## config.mk

```make
export PLATFORM = sky130hd
export DESIGN_NAME = scramble_sequencer_flat
export DESIGN_NICKNAME = d
export VERILOG_FILES = /design/src/rtl/scramble_sequencer_if.sv /design/src/rtl/scramble_sequencer.sv /design/src/flat_wrapper.sv
export SDC_FILE = /design/constraint.sdc
export NUM_CORES = 1
export LEC_CHECK = 0
export BUFFER_PORTS_ARGS = -buffer_cell sky130_fd_sc_hd__buf_2
export CORE_MARGIN = 4
export CORE_UTILIZATION = 55
export DETAILED_ROUTE_END_ITERATION = 6
export PLACE_DENSITY = 0.83
export SKIP_LAST_GASP = 1
export SLEW_MARGIN = 20
export SYNTH_ARGS = -nofsm -noshare
export SYNTH_HDL_FRONTEND = slang
export SYNTH_SLANG_ARGS = --single-unit
```

## constraint.sdc

```tcl
create_clock -name clk -period 2.25 [get_ports clk]
set_clock_uncertainty 0.05 [all_clocks]
set_input_delay 0.1125 -clock clk [delete_from_list [all_inputs] [get_ports clk]]
set_output_delay 0.1125 -clock clk [all_outputs]
set_load 0.005 [all_outputs]
```

## src/rtl/scramble_sequencer_if.sv

```systemverilog
// Command/status bundle between the scramble controller and scramble_sequencer.
// The controller owns start/abort; the sequencer owns every status and move line.
interface scramble_sequencer_if;
  // Handshake: start is a level sampled only in IDLE, and each acceptance begins one run.
  // abort is sampled only in SETUP/FIRE/GAP. All sequencer outputs are registered.
  logic       start;
  logic       abort;
  logic       busy;
  logic       done;
  logic       fire;
  logic [3:0] row_column;
  logic       x_nRow;
  logic [7:0] moves_issued;

  modport master (
    output start, abort,
    input  busy, done, fire, row_column, x_nRow, moves_issued
  );

  modport slave (
    input  start, abort,
    output busy, done, fire, row_column, x_nRow, moves_issued
  );
endinterface

```

## src/rtl/scramble_sequencer.sv

```systemverilog
// Pseudo-random row/column fire sequencer that scrambles the 4x4 board.
// A free-running Galois LFSR picks each move, and the FSM paces the fire pulses.
module scramble_sequencer #(
  parameter int unsigned MOVES = 16,
  parameter int unsigned GAP   = 15,
  parameter logic [15:0] SEED  = 16'hACE1
) (
  input  logic                       clk,
  input  logic                       reset,
  scramble_sequencer_if.slave        bus,
  output logic [2:0]                 o_state
);

  typedef enum logic [2:0] {
    S_IDLE  = 3'd0,
    S_SETUP = 3'd1,
    S_FIRE  = 3'd2,
    S_GAP   = 3'd3,
    S_DONE  = 3'd4
  } state_t;

  localparam logic [15:0] LFSR_MASK = 16'hB400;
  localparam logic [15:0] LFSR_INIT = (SEED == 16'h0000) ? 16'h0001 : SEED;
  localparam logic [7:0]  MOVES_L   = 8'(MOVES);
  localparam logic [7:0]  GAP_LAST  = 8'(GAP - 1);

  state_t      r_state;
  state_t      w_next_state;
  logic [15:0] r_lfsr;
  logic [15:0] w_lfsr_next;
  logic [7:0]  r_gap_cnt;
  logic [7:0]  r_moves;
  logic        r_busy;
  logic        r_done;
  logic        r_fire;
  logic        r_x_nrow;
  logic [3:0]  r_row_column;
  logic        w_busy_d;
  logic        w_done_d;
  logic        w_fire_d;
  logic        w_cand_x;
  logic [3:0]  w_cand_rc;
  logic [3:0]  w_move_rc;
  logic        w_run_start;
  logic        w_more;

  assign w_lfsr_next = {1'b0, r_lfsr[15:1]} ^ (r_lfsr[0] ? LFSR_MASK : 16'h0000);

  assign w_cand_x  = r_lfsr[2];
  assign w_cand_rc = 4'b0001 << r_lfsr[1:0];

  // The held lines still carry the previous move when the next one is chosen; they are
  // zero when a run starts, so the first move never matches and is never rotated.
  assign w_move_rc = ((w_cand_x == r_x_nrow) && (w_cand_rc == r_row_column)) ?
                     {w_cand_rc[2:0], w_cand_rc[3]} : w_cand_rc;

  assign w_run_start = (r_state == S_IDLE) && bus.start && (MOVES_L != 8'd0);
  assign w_more      = (r_moves < MOVES_L);

  always_comb begin
    w_next_state = r_state;
    case (r_state)
      S_IDLE: begin
        if (bus.start) begin
          w_next_state = (MOVES_L == 8'd0) ? S_DONE : S_SETUP;
        end
      end
      S_SETUP: w_next_state = bus.abort ? S_IDLE : S_FIRE;
      S_FIRE:  w_next_state = bus.abort ? S_IDLE : S_GAP;
      S_GAP: begin
        if (bus.abort) begin
          w_next_state = S_IDLE;
        end else if (r_gap_cnt == 8'd0) begin
          w_next_state = w_more ? S_SETUP : S_DONE;
        end
      end
      S_DONE:  w_next_state = S_IDLE;
      default: w_next_state = S_IDLE;
    endcase

    // Outputs are registered from the next state so they line up with the state they describe.
    w_busy_d = (w_next_state == S_SETUP) || (w_next_state == S_FIRE) || (w_next_state == S_GAP);
    w_done_d = (w_next_state == S_DONE);
    w_fire_d = (w_next_state == S_FIRE);
  end

  always_ff @(posedge clk) begin
    if (reset) begin
      r_state      <= S_IDLE;
      r_lfsr       <= LFSR_INIT;
      r_gap_cnt    <= 8'd0;
      r_moves      <= 8'd0;
      r_busy       <= 1'b0;
      r_done       <= 1'b0;
      r_fire       <= 1'b0;
      r_x_nrow     <= 1'b0;
      r_row_column <= 4'b0000;
    end else begin
      r_state <= w_next_state;
      r_lfsr  <= w_lfsr_next;
      r_busy  <= w_busy_d;
      r_done  <= w_done_d;
      r_fire  <= w_fire_d;

      if (w_next_state == S_SETUP) begin
        r_row_column <= w_move_rc;
        r_x_nrow     <= w_cand_x;
      end else if (!w_busy_d) begin
        r_row_column <= 4'b0000;
        r_x_nrow     <= 1'b0;
      end

      if (w_run_start) begin
        r_moves <= 8'd0;
      end else if (r_state == S_FIRE) begin
        r_moves <= r_moves + 8'd1;
      end

      if (r_state == S_FIRE) begin
        r_gap_cnt <= GAP_LAST;
      end else if ((r_state == S_GAP) && (r_gap_cnt != 8'd0)) begin
        r_gap_cnt <= r_gap_cnt - 8'd1;
      end
    end
  end

  assign bus.busy         = r_busy;
  assign bus.done         = r_done;
  assign bus.fire         = r_fire;
  assign bus.row_column   = r_row_column;
  assign bus.x_nRow       = r_x_nrow;
  assign bus.moves_issued = r_moves;
  assign o_state          = r_state;

endmodule

```

## src/flat_wrapper.sv

```systemverilog
// flat-port wrapper written by rule: the top's interface ports become plain ports
module scramble_sequencer_flat 
#(
  parameter int unsigned MOVES = 16,
  parameter int unsigned GAP   = 15,
  parameter logic [15:0] SEED  = 16'hACE1
)
  (clk, reset, o_state, bus_start, bus_abort, bus_busy, bus_done, bus_fire, bus_row_column, bus_x_nRow, bus_moves_issued);
  scramble_sequencer_if bus_i ();
  input  logic clk;
  input  logic reset;
  output logic [2:0] o_state;
  input wire logic [$bits(bus_i.start)-1:0] bus_start;
  input wire logic [$bits(bus_i.abort)-1:0] bus_abort;
  output wire logic [$bits(bus_i.busy)-1:0] bus_busy;
  output wire logic [$bits(bus_i.done)-1:0] bus_done;
  output wire logic [$bits(bus_i.fire)-1:0] bus_fire;
  output wire logic [$bits(bus_i.row_column)-1:0] bus_row_column;
  output wire logic [$bits(bus_i.x_nRow)-1:0] bus_x_nRow;
  output wire logic [$bits(bus_i.moves_issued)-1:0] bus_moves_issued;
  assign bus_i.start = bus_start;
  assign bus_i.abort = bus_abort;
  assign bus_busy = bus_i.busy;
  assign bus_done = bus_i.done;
  assign bus_fire = bus_i.fire;
  assign bus_row_column = bus_i.row_column;
  assign bus_x_nRow = bus_i.x_nRow;
  assign bus_moves_issued = bus_i.moves_issued;
  scramble_sequencer #(.MOVES(MOVES), .GAP(GAP), .SEED(SEED)) u_core (.clk(clk), .reset(reset), .bus(bus_i), .o_state(o_state));
endmodule
```

---- After elaboration in Yosys (flattened, before gate mapping) ----
Cells that the tools add are included.
storage, ports and cells
  output and inout port bits .............. 19
  input port bits ......................... 4
  word-level logic and storage cells ...... 51
  register bits ........................... 43
cells by class
  muxes and demuxes ....................... 15
  reduce and logical (&&, ||, !) cells .... 11
  magnitude comparators ................... 1
  shift-type cells ........................ 1
  eq/ne operators ......................... 10
  bitwise operators ....................... 1
  add/subtract/negate cells ............... 2
operators with widths
  operator               count
  $mux W4                5
  $mux W16               1
  $xor A15 B16 Y16       1
  $eq A3 B2 Y1 const B   4
  $mux W3                4
  $pmux W3 S4            1
  $add A8 B1 Y8 const B  1
  $logic_not A8 Y1       1
  $lt A8 B5 Y1 const B   1
  $reduce_bool A8 Y1     1
  $sub A8 B1 Y8 const B  1
  $eq A3 B1 Y1 const B   2
  $eq A4 B4 Y1           1
  $mux W2                2
  $reduce_or A2 Y1       2
  $shl A1 B2 Y4 const A  1
  $eq A3 B3 Y1 const B   1
  $logic_and A1 B1 Y1    3
  $logic_not A3 Y1       1
  $logic_or A1 B1 Y1     2
  $mux W1                2
  $ne A2 B2 Y1 const B   1
  $reduce_bool A2 Y1     1
  $eq A1 B1 Y1           1

---- Logic depth before layout (Yosys ltp) ----
Gate-level depths: netlist of the first run.
  word-level depth ........................ 10
  gate-level depth with buffers ........... 7
  mapped depth without buffers ............ 6

---- Worst setup path after synthesis of the first run ----
OpenSTA, ideal clock, no wires.
  kind .................................... register -> register
  from .................................... reg u_core.r_gap_cnt[0]
  to ...................................... reg u_core.r_row_column[0] (netlist: u_core.bus.row_column[0])
  stages on the path, launching flop included .. 8
  data required time ...................... 2.056 ns
  path buffers ............................ 1
  setup slack ............................. 0.520 ns
  data arrival time ....................... 1.537 ns
  library setup time ...................... 0.144 ns
  period minus slack after synthesis ...... 1.730 ns
  path through ............................ dfxtp_1 inv_1 ha_1 nor3b_2 buf_2 a21oi_1 o21ai_1 o32ai_1
on the way
  cells in the longest elaborated chain, start to end .. 8
  elaborated cells on any way between the ends .. 11
  those cells by class .................... eq/ne: 4; mux: 4; reduce/logical: 3
ends and longest elaborated chain
  what                                          line                                                 RTL
  start, declared                               scramble_sequencer.sv:31                             logic [7:0] r_gap_cnt;
  start signal, assigned                        scramble_sequencer.sv:122                            r_gap_cnt <= r_gap_cnt - 8'd1;
  $logic_not A8 Y1 (*)                          scramble_sequencer.sv:73                             end else if (r_gap_cnt == 8'd0) begin
  $mux W3 (*)                                   scramble_sequencer.sv:73
  $mux W3 (*)                                   scramble_sequencer.sv:71                             if (bus.abort) begin
  $pmux W3 S4 (*)                               scramble_sequencer.sv:62                             case (r_state)
  $eq A3 B1 Y1 or $eq A3 B2 Y1 (tied branches)  scramble_sequencer.sv:82, scramble_sequencer.sv:105
  $logic_or A1 B1 Y1 (2 in a row)               scramble_sequencer.sv:82                             w_busy_d = (w_next_state == S_SETUP) || (w_next_state == S_FIRE) || (w_next_state == S_GAP);
  $ne A2 B2 Y1 (no source line)                 --
  end signal, assigned                          scramble_sequencer.sv:106                            r_row_column <= w_move_rc;
  end, declared                                 scramble_sequencer.sv:37                             logic [3:0] r_row_column;
Every way passes the cells marked *; elsewhere a longest branch is shown, timed or not.
A chain may end at the register's enable or synchronous reset.

---- Final worst setup path of the first run ----
Ends and elaborated chain as after synthesis.

==> results.cfg, run 1 <==
[outcome]
status = completed

[floorplan]
die_height_um = 66.2
ios = 23
die_w_um = 66.2
dieArea_um2 = 4390
num_rows = 20
core_um2 = 3150
initial_core_util_pct = 59.2

[pwr]
p_total_mw = 1.30
p_clk_share_pct = 27.6
p_int_uw = 970
net-switching-power_uw = 326
power_frac_comb_pct = 9.4
swShare_pct = 25.2
p_leak_nw = 0.795
powerDensity_nw_per_um2 = 622
ir_worst_vdd_v = 0.000495
p_seq_share_pct = 63.0

[yosys]
synth_flop_cell = dfxtp_1
ys_seq_area_share_pct = 46.1
syn_area_per_cell_um2 = 9.92
ys_types = 47
synthArstFlopShare_pct = 0
synth_edf_count = 0
synth_area_um2 = 1870
syn_inst = 188
syn_nets = 195
ys_ff_latch = 43
yosysWarnings = 0

[worst_hold_path]
hp-class = input pin to register
hold_depth = 2
holdPathEnd = u_core.r_lfsr[1]
hp-start = reset

[worst_setup_path]
cp_max_fo = 8
crit_type = register to register
end_kind = register
critPathLaunchType = register
required_ns = 2.41
ff2ff_path_depth = 6
ff2ff_setup_slack_ns = 0.33
critPathArrivalTime_ns = 2.08
r2r_start = u_core.r_gap_cnt[0]
reg2reg_to = u_core.bus.row_column[0]

[finish]
nFillCells = 249
finalNetCount = 222
n_antenna_cell = 0
drive_above_1_share_pct = 24.1
syn_to_final_growth_pct = 11.6
stdcell_area_um2 = 2080
multi_input_area_um2 = 938
finalNonFillerCells = 260
seqCellArea_um2 = 861
final_util_pct = 66.0

[global_routing]
grt_antenna_before_repair = 0
grt_max_degree = 22
grt-ovfl-total = 0
grtUsageTotal_pct = 17.6
grt_pass1_wl_um = 5980
grt_pass1_vias = 1278

[route]
vias = 1400
wl_per_cell_um = 13.0
vias_per_cell = 5.38
wirelength_um = 3380
drt_iter0_drc = 125
antenna_left = 0
drc_errors = 0
first_pass_iters = 4

[placement]
port_buffers = 22
gp_congestion = 0.809
dp_slack_ns = 0.401
dp_hpwl_um = 2460
dp_cells = 252
place_area_um2 = 2030

[sta]
tightest_slew_ns = 0.584
slew-limit-headroom_pct = 61.0
rsz0062_at_grt = no
hold_slack_ns = 0.0784
fmax_ghz = 0.522
setup_viol = 0
setup_ws_ns = 0.333
hold_viol_final = 0
setup_tns_ns = 0
fin_crit_ns = 1.92
timing.final.crit_share_pct = 85.2
slew_viol_final = 0

[cts]
path_clk_slew_ns = 0.12
worstSkewPairLatency_ns = 0.34
numCtsBuffers = 5
postCtsSetupBuffers = 0
tritoncts = built
cts_hold_buffers = 0
clk_path_buf_depth = 2
clock-root-buffer = clkbuf_4
cts_resized = 0
cts_sinks = 43
cts_htree_levels = 2

[flow_run]
drv_cap = 0
-- state kept, by name, indices dropped and copies added, names as in the netlist --
register and count:
u_core.bus.busy 1, u_core.o_state 3, u_core.r_gap_cnt 8, u_core.r_lfsr 16, u_core.bus.x_nRow 1, u_core.bus.moves_issued 8
u_core.bus.done 1, u_core.bus.row_column 4, u_core.bus.fire 1
-- how the worst max path moves through the flow --
| stage | startpoint | end | slack (ns) | cells past startpoint |
|---|---|---|---|---|
| after floorplan | u_core.r_gap_cnt[0] | u_core.bus.row_column[0] | 0.52 | 7 |
| after global placement | u_core.r_gap_cnt[0] | u_core.bus.row_column[3] | 0.45 | 6 |
| after detailed placement | u_core.o_state[0] | u_core.bus.row_column[0] | 0.40 | 4 |
| after CTS | u_core.r_gap_cnt[0] | u_core.bus.row_column[0] | 0.39 | 6 |
| after global routing | u_core.r_gap_cnt[0] | u_core.bus.x_nRow | 0.12 | 6 |
| final | u_core.r_gap_cnt[0] | u_core.bus.row_column[0] | 0.33 | 6 |
-- kinds of logic after synthesis --
group | Yosys count | synth area share, %
flops | 43 | 46.1
xor+xnor | 17 | 7.98
mux | 1 | 0.604
compound gates | 38 | 17.0
fa+ha+maj | 3 | 2.01
simple gates | 70 | 22.7
buf+inv | 16 | 3.56
-- final cells by class --
cell class	instances	area share [%]
Multi-Input combinational cell	129	45.1
Tap cell	44	2.64
Timing Repair Buffer	25	6.37
Inverter	11	1.98
Clock buffer	6	1.98
Sequential cell	43	41.3
Clock inverter	2	0.601
-- critical path: stages, from the launching register on --
cell,delay [ns]
dfxtp_1,0.35
inv_1,0.08
ha_1,0.14
nor3b_2,0.37
a21oi_1,0.12
o21ai_1,0.49
o32ai_1,0.19
-- synthesized netlist by cell type (2+ instances only) --
library cell / count / share of area (%)
or3_1: 2 / 0.67
nand2b_1: 4 / 1.3
a41oi_1: 2 / 0.94
o32ai_1: 5 / 2.3
nor3b_1: 2 / 0.80
clkbuf_1: 2 / 0.40
dfxtp_1: 43 / 46
o21ai_0: 3 / 0.80
xnor2_1: 13 / 6.1
or2_2: 7 / 2.3
o41ai_1: 3 / 1.4
a2111oi_2: 3 / 2.4
a21oi_1: 10 / 2.7
nor2b_1: 6 / 2.0
buf_2: 2 / 0.54
inv_1: 11 / 2.2
a31oi_1: 3 / 1.0
ha_1: 3 / 2.0
nand2_1: 8 / 1.6
a211oi_1: 2 / 0.80
nor4_1: 2 / 0.67
nand4_1: 3 / 1.0
nor2_1: 15 / 3.0
nor3_1: 7 / 1.9
xor2_1: 4 / 1.9
nand3_1: 2 / 0.54
-- cell usage in the layout (no fill, tap or decap), types with 4 or more instances in the layout --
master / count
dfxtp_1: 43
nor2b_1: 6
buf_2: 22
xor2_1: 4
nand2b_1: 4
clkbuf_4: 5
nand2_1: 8
or2_2: 7
nor2_1: 15
a21oi_1: 10
xnor2_1: 13
inv_1: 11
nor3_1: 7
o32ai_1: 5
-- metal layers --
layer / part of all wire, % / global-route usage [%] / up-vias
li1: - / - / 729
met1: 51 / 23.6 / 644
met2: 44 / 26.6 / 23
met3: 4.0 / 5.78 / 4
met4: 0.98 / 5.08 / 0
met5: 0 / 0 / -
-- power groups by stage --
| stage | sequential (mW) | clock, mW | combinational, mW |
|---|---|---|---|
| after CTS | 0.817 | 0.371 | 0.122 |
| final | 0.817 | 0.357 | 0.122 |
| after detailed placement | 0.834 | 0 | 0.121 |
| after floorplan | 0.827 | 0 | 0.0936 |
| after global routing | 0.823 | 0.409 | 0.136 |
| after global placement | 0.833 | 0 | 0.119 |
Power figures use the tool's default switching activity.
==> run 2, diff against run 1 <==
--- a/config.mk
+++ b/config.mk
@@ -7,9 +7,9 @@
 export LEC_CHECK = 0
 export BUFFER_PORTS_ARGS = -buffer_cell sky130_fd_sc_hd__buf_2
 export CORE_MARGIN = 4
-export CORE_UTILIZATION = 55
+export CORE_UTILIZATION = 45
 export DETAILED_ROUTE_END_ITERATION = 6
-export PLACE_DENSITY = 0.83
+export PLACE_DENSITY = 0.71
 export SKIP_LAST_GASP = 1
 export SLEW_MARGIN = 20
 export SYNTH_ARGS = -nofsm -noshare
==> results.cfg, run 2 (synthesis results as in run 1) <==
[outcome]
status = completed

[finish]
max_flop_register = u_core.r_lfsr
final_cell_mix = dfxtp_1, buf_2, nor2_1
stdcell_area_um2 = 2150
n_antenna_cell = 0
finalNonFillerCells = 267
final_util_pct = 53.7
finalNetCount = 223
final_common_cell = dfxtp_1
drive_above_1_share_pct = 24.9
largest_reg_flops = 16
syn_to_final_growth_pct = 15.1

[sta]
setup_tns_ns = 0
timing.final.crit_share_pct = 83.5
slew_viol_final = 0
fin_crit_ns = 1.88
rsz0062_at_grt = no
setup_viol = 0
hold_viol_final = 0
setup_ws_ns = 0.370
slew-limit-headroom_pct = 62.3
fmax_ghz = 0.532
tightest_slew_ns = 0.562
hold_slack_ns = 0.132

[floorplan]
num_rows = 23
core_um2 = 4000
initial_core_util_pct = 46.6
dieArea_um2 = 5240
die_w_um = 72.4
ios = 23
die_height_um = 72.4

[placement]
port_buffers = 22
dp_cells = 259
dp_hpwl_um = 2440
place_area_um2 = 2040
gp_congestion = 0.760
dp_slack_ns = 0.394

[route]
wirelength_um = 3400
wl_per_cell_um = 12.7
drc_errors = 0
drt_iter0_drc = 109
first_pass_iters = 6
vias = 1426
vias_per_cell = 5.34
antenna_left = 0

[worst_hold_path]
hold_depth = 2
holdPathEnd = u_core.r_lfsr[1]
hp-class = input pin to register
hp-start = reset

[pwr]
powerDensity_nw_per_um2 = 685
swShare_pct = 23.2
p_seq_share_pct = 55.6
p_total_mw = 1.47
p_int_mw = 1.13
ir_worst_vdd_v = 0.000435
power_frac_comb_pct = 8.2
net-switching-power_uw = 341
p_clk_share_pct = 36.2
p_leak_nw = 0.823

[worst_setup_path]
end_kind = register
crit_type = register to register
critPathArrivalTime_ns = 1.98
required_ns = 2.35
crit_start = u_core.o_state[0]
r2r_start = u_core.o_state[0]
ff2ff_path_depth = 4
critPathLaunchType = register
ff2ff_setup_slack_ns = 0.37
reg2reg_to = u_core.bus.row_column[0]
cp_max_fo = 10

[global_routing]
grt_pass1_wl_um = 5900
grt_antenna_before_repair = 0
grt-ovfl-total = 0
grt_max_degree = 22
grt_pass1_vias = 1274
grtUsageTotal_pct = 14.1

[cts]
clock-root-buffer = clkbuf_8
cts_resized = 0
worstSkewPairLatency_ns = 0.29
tritoncts = built
clk_path_buf_depth = 2
numCtsBuffers = 5
cts_sinks = 43
cts_htree_levels = 2
postCtsSetupBuffers = 0
path_clk_slew_ns = 0.08
cts_hold_buffers = 0

[flow_run]
drv_cap = 0
run 2: changes by cell type in the layout (fill, tap and decap cells not counted):
cell	change
clkbuf_4	-5
clkbuf_1	-1
clkinv_2	-1
buf_4	+1
clkbuf_8	+7
run 2: final cells by class:
| type | count | area, um^2 |
|---|---|---|
| fill | 358 | 1850 |
| multi-input combinational | 129 | 938 |
| sequential | 43 | 861 |
| timing repair buffer | 26 | 140 |
| clock buffer | 7 | 96.3 |
| tap | 50 | 62.6 |
| inverter | 11 | 41.3 |
| clock inverter | 1 | 7.51 |
run 2: how the worst max path moves through the flow:
stage	to
final	u_core.bus.row_column[0]
after global routing	u_core.bus.row_column[1]
after CTS	u_core.bus.row_column[0]
after detailed placement	u_core.bus.row_column[0]
after global placement	u_core.r_gap_cnt[1]
after floorplan	u_core.bus.row_column[0]
run 2: layer usage:
metal,global-route usage (%),wire (um),up-vias
li1,-,-,727
met1,20.2,1740,663
met2,20.2,1440,31
met4,4.92,37,0
met5,0,0,-
met3,4.16,183,5
run 2: power groups by stage:
stage	Combinational (mW)	Clock (mW)	Sequential (mW)
after floorplan	0.0936	0	0.827
after global placement	0.121	0	0.833
after detailed placement	0.121	0	0.834
after CTS	0.122	0.552	0.817
after global routing	0.135	0.584	0.822
final	0.121	0.532	0.817
run 2: worst max-delay path, cell delays in order (launching register included):
cell and delay [ns]:
dfxtp_1 0.54, or3b_1 0.36, a21oi_1 0.12, o21ai_1 0.47, o32ai_1 0.18
==> run 3, diff against run 2 <==
==> constraint.sdc (replaced) <==
create_clock -name clk -period 1.8 [get_ports clk]
set_clock_uncertainty 0.05 [all_clocks]
set_input_delay 0.09 -clock clk [delete_from_list [all_inputs] [get_ports clk]]
set_output_delay 0.09 -clock clk [all_outputs]
set_load 0.005 [all_outputs]
==> results.cfg, run 3 (synthesis results as in run 1) <==
[outcome]
status = completed

[cts]
cts_htree_levels = 2
cts_hold_buffers = 0
clock-root-buffer = clkbuf_8
tritoncts = built
cts_sinks = 43
path_clk_slew_ns = 0.08
clk_path_buf_depth = 2
worstSkewPairLatency_ns = 0.29
numCtsBuffers = 5

[global_routing]
grt-ovfl-total = 0
grtUsageTotal_pct = 15.3
grt_max_degree = 22
grt_pass1_wl_um = 6430
grt_antenna_before_repair = 0
grt_pass1_vias = 1389

[floorplan]
core_um2 = 4000
initial_core_util_pct = 46.6
num_rows = 23
die_w_um = 72.4
dieArea_um2 = 5240
ios = 23
die_height_um = 72.4

[finish]
final_cell_mix = dfxtp_1, buf_2, nor2_1
n_antenna_cell = 0
max_flop_register = u_core.r_lfsr
finalNetCount = 231
largest_reg_flops = 16
syn_to_final_growth_pct = 20.5
drive_above_1_share_pct = 28.9
final_common_cell = dfxtp_1
final_util_pct = 56.2
stdcell_area_um2 = 2250
nFillCells = 366

[worst_hold_path]
hp-start = reset
hp-class = input pin to register

[sta]
tightest_slew_ns = 0.686
hold_viol_final = 0
fmax_ghz = 0.588
setup_tns_ns = 0
timing.final.crit_share_pct = 94.5
setup_viol = 0
fin_crit_ns = 1.70
slew_viol_final = 0
slew-limit-headroom_pct = 54.0
setup_ws_ns = 0.0986
rsz0062_at_grt = yes

[pwr]
p_seq_share_pct = 56.6
net-switching-power_uw = 445
swShare_pct = 24.9
ir_worst_vdd_v = 0.000575
power_frac_comb_pct = 10.2
p_clk_share_pct = 33.2
p_int_mw = 1.34
p_total_mw = 1.79
powerDensity_nw_per_um2 = 796
p_leak_nw = 0.862

[flow_run]
drv_cap = 0

[route]
wirelength_um = 3800
first_pass_iters = 4
vias_per_cell = 5.30
antenna_left = 0
vias = 1457
wl_per_cell_um = 13.8
drc_errors = 0
drt_iter0_drc = 74

[worst_setup_path]
r2r_start = u_core.r_gap_cnt[0]
crit_chain = inv_1 > ha_1 > nor3b_4 > buf_6 > a31oi_1 > or2_4 > o32ai_1
max_stage_delay_ns = 0.34
end_kind = register
crit_type = register to register
cpMaxStageDelayCell = dfxtp_2
crit_start = u_core.r_gap_cnt[0]
required_ns = 1.95
cp_max_fo = 5
critPathLaunchType = register
critPathArrivalTime_ns = 1.85

[placement]
place_area_um2 = 2100
port_buffers = 22
gp_congestion = 0.798
dp_hpwl_um = 2670
dp_slack_ns = -0.0434
[run 3: power by group through the flow]
stage	logic (mW)	registers (mW)	clock network, mW
final	0.183	1.01	0.594
after floorplan	0.117	1.03	0
after global routing	0.204	1.02	0.655
after CTS	0.175	1.01	0.614
after global placement	0.169	1.03	0
after detailed placement	0.173	1.03	0
[run 3: routing by layer]
layer	vias to the layer above	wire, um	track usage [%]
met5	-	0	0
met4	0	40	4.71
met3	5	168	4.57
met2	27	1750	24.5
met1	683	1850	19.9
li1	742	-	-
[run 3: critical path: cells and delay by family (launching register included)]
family                   cells  cell delay [ns]
AND/OR/NAND/NOR              2             0.52
AO/OA/AOI/OAI                2             0.33
buffers and inverters        2             0.23
adder cells (fa/ha/maj)      1             0.15
flip-flops                   1             0.34
[run 3: stage by stage]
step	hold WS, ns	cells
after floorplan	0.204	188
after global placement	0.342	267
after detailed placement	0.343	267
after CTS	0.103	275
after global routing	0.146	275
final	0.113	275
[run 3: final cells by class]
class | count | area (um^2) | share of cell area, %
timing repair buffer | 34 | 204 | 9.07
sequential | 43 | 862 | 38.3
inverter | 11 | 41.3 | 1.84
tap | 50 | 62.6 | 2.78
multi-input combinational | 129 | 993 | 44.2
clock inverter | 2 | 12.5 | 0.556
clock buffer | 6 | 72.6 | 3.23
[run 3: path summary, 6_finish.rpt]
kind,endpoint,cells after the start,slack (ns)
hold / removal,u_core.r_lfsr[1],2,0.11
setup reg to reg,u_core.bus.row_column[0],7,0.1
hold reg to reg,u_core.r_lfsr[6],1,0.36
setup / recovery,u_core.bus.row_column[0],7,0.1
[run 3: what timing repair did]
action,4_1_cts,5_1_grt
endpoints found under the setup margin,5,9
setup buffers,0,0
resized for setup,1,8
gates cloned,0,0
pin swaps,0,1
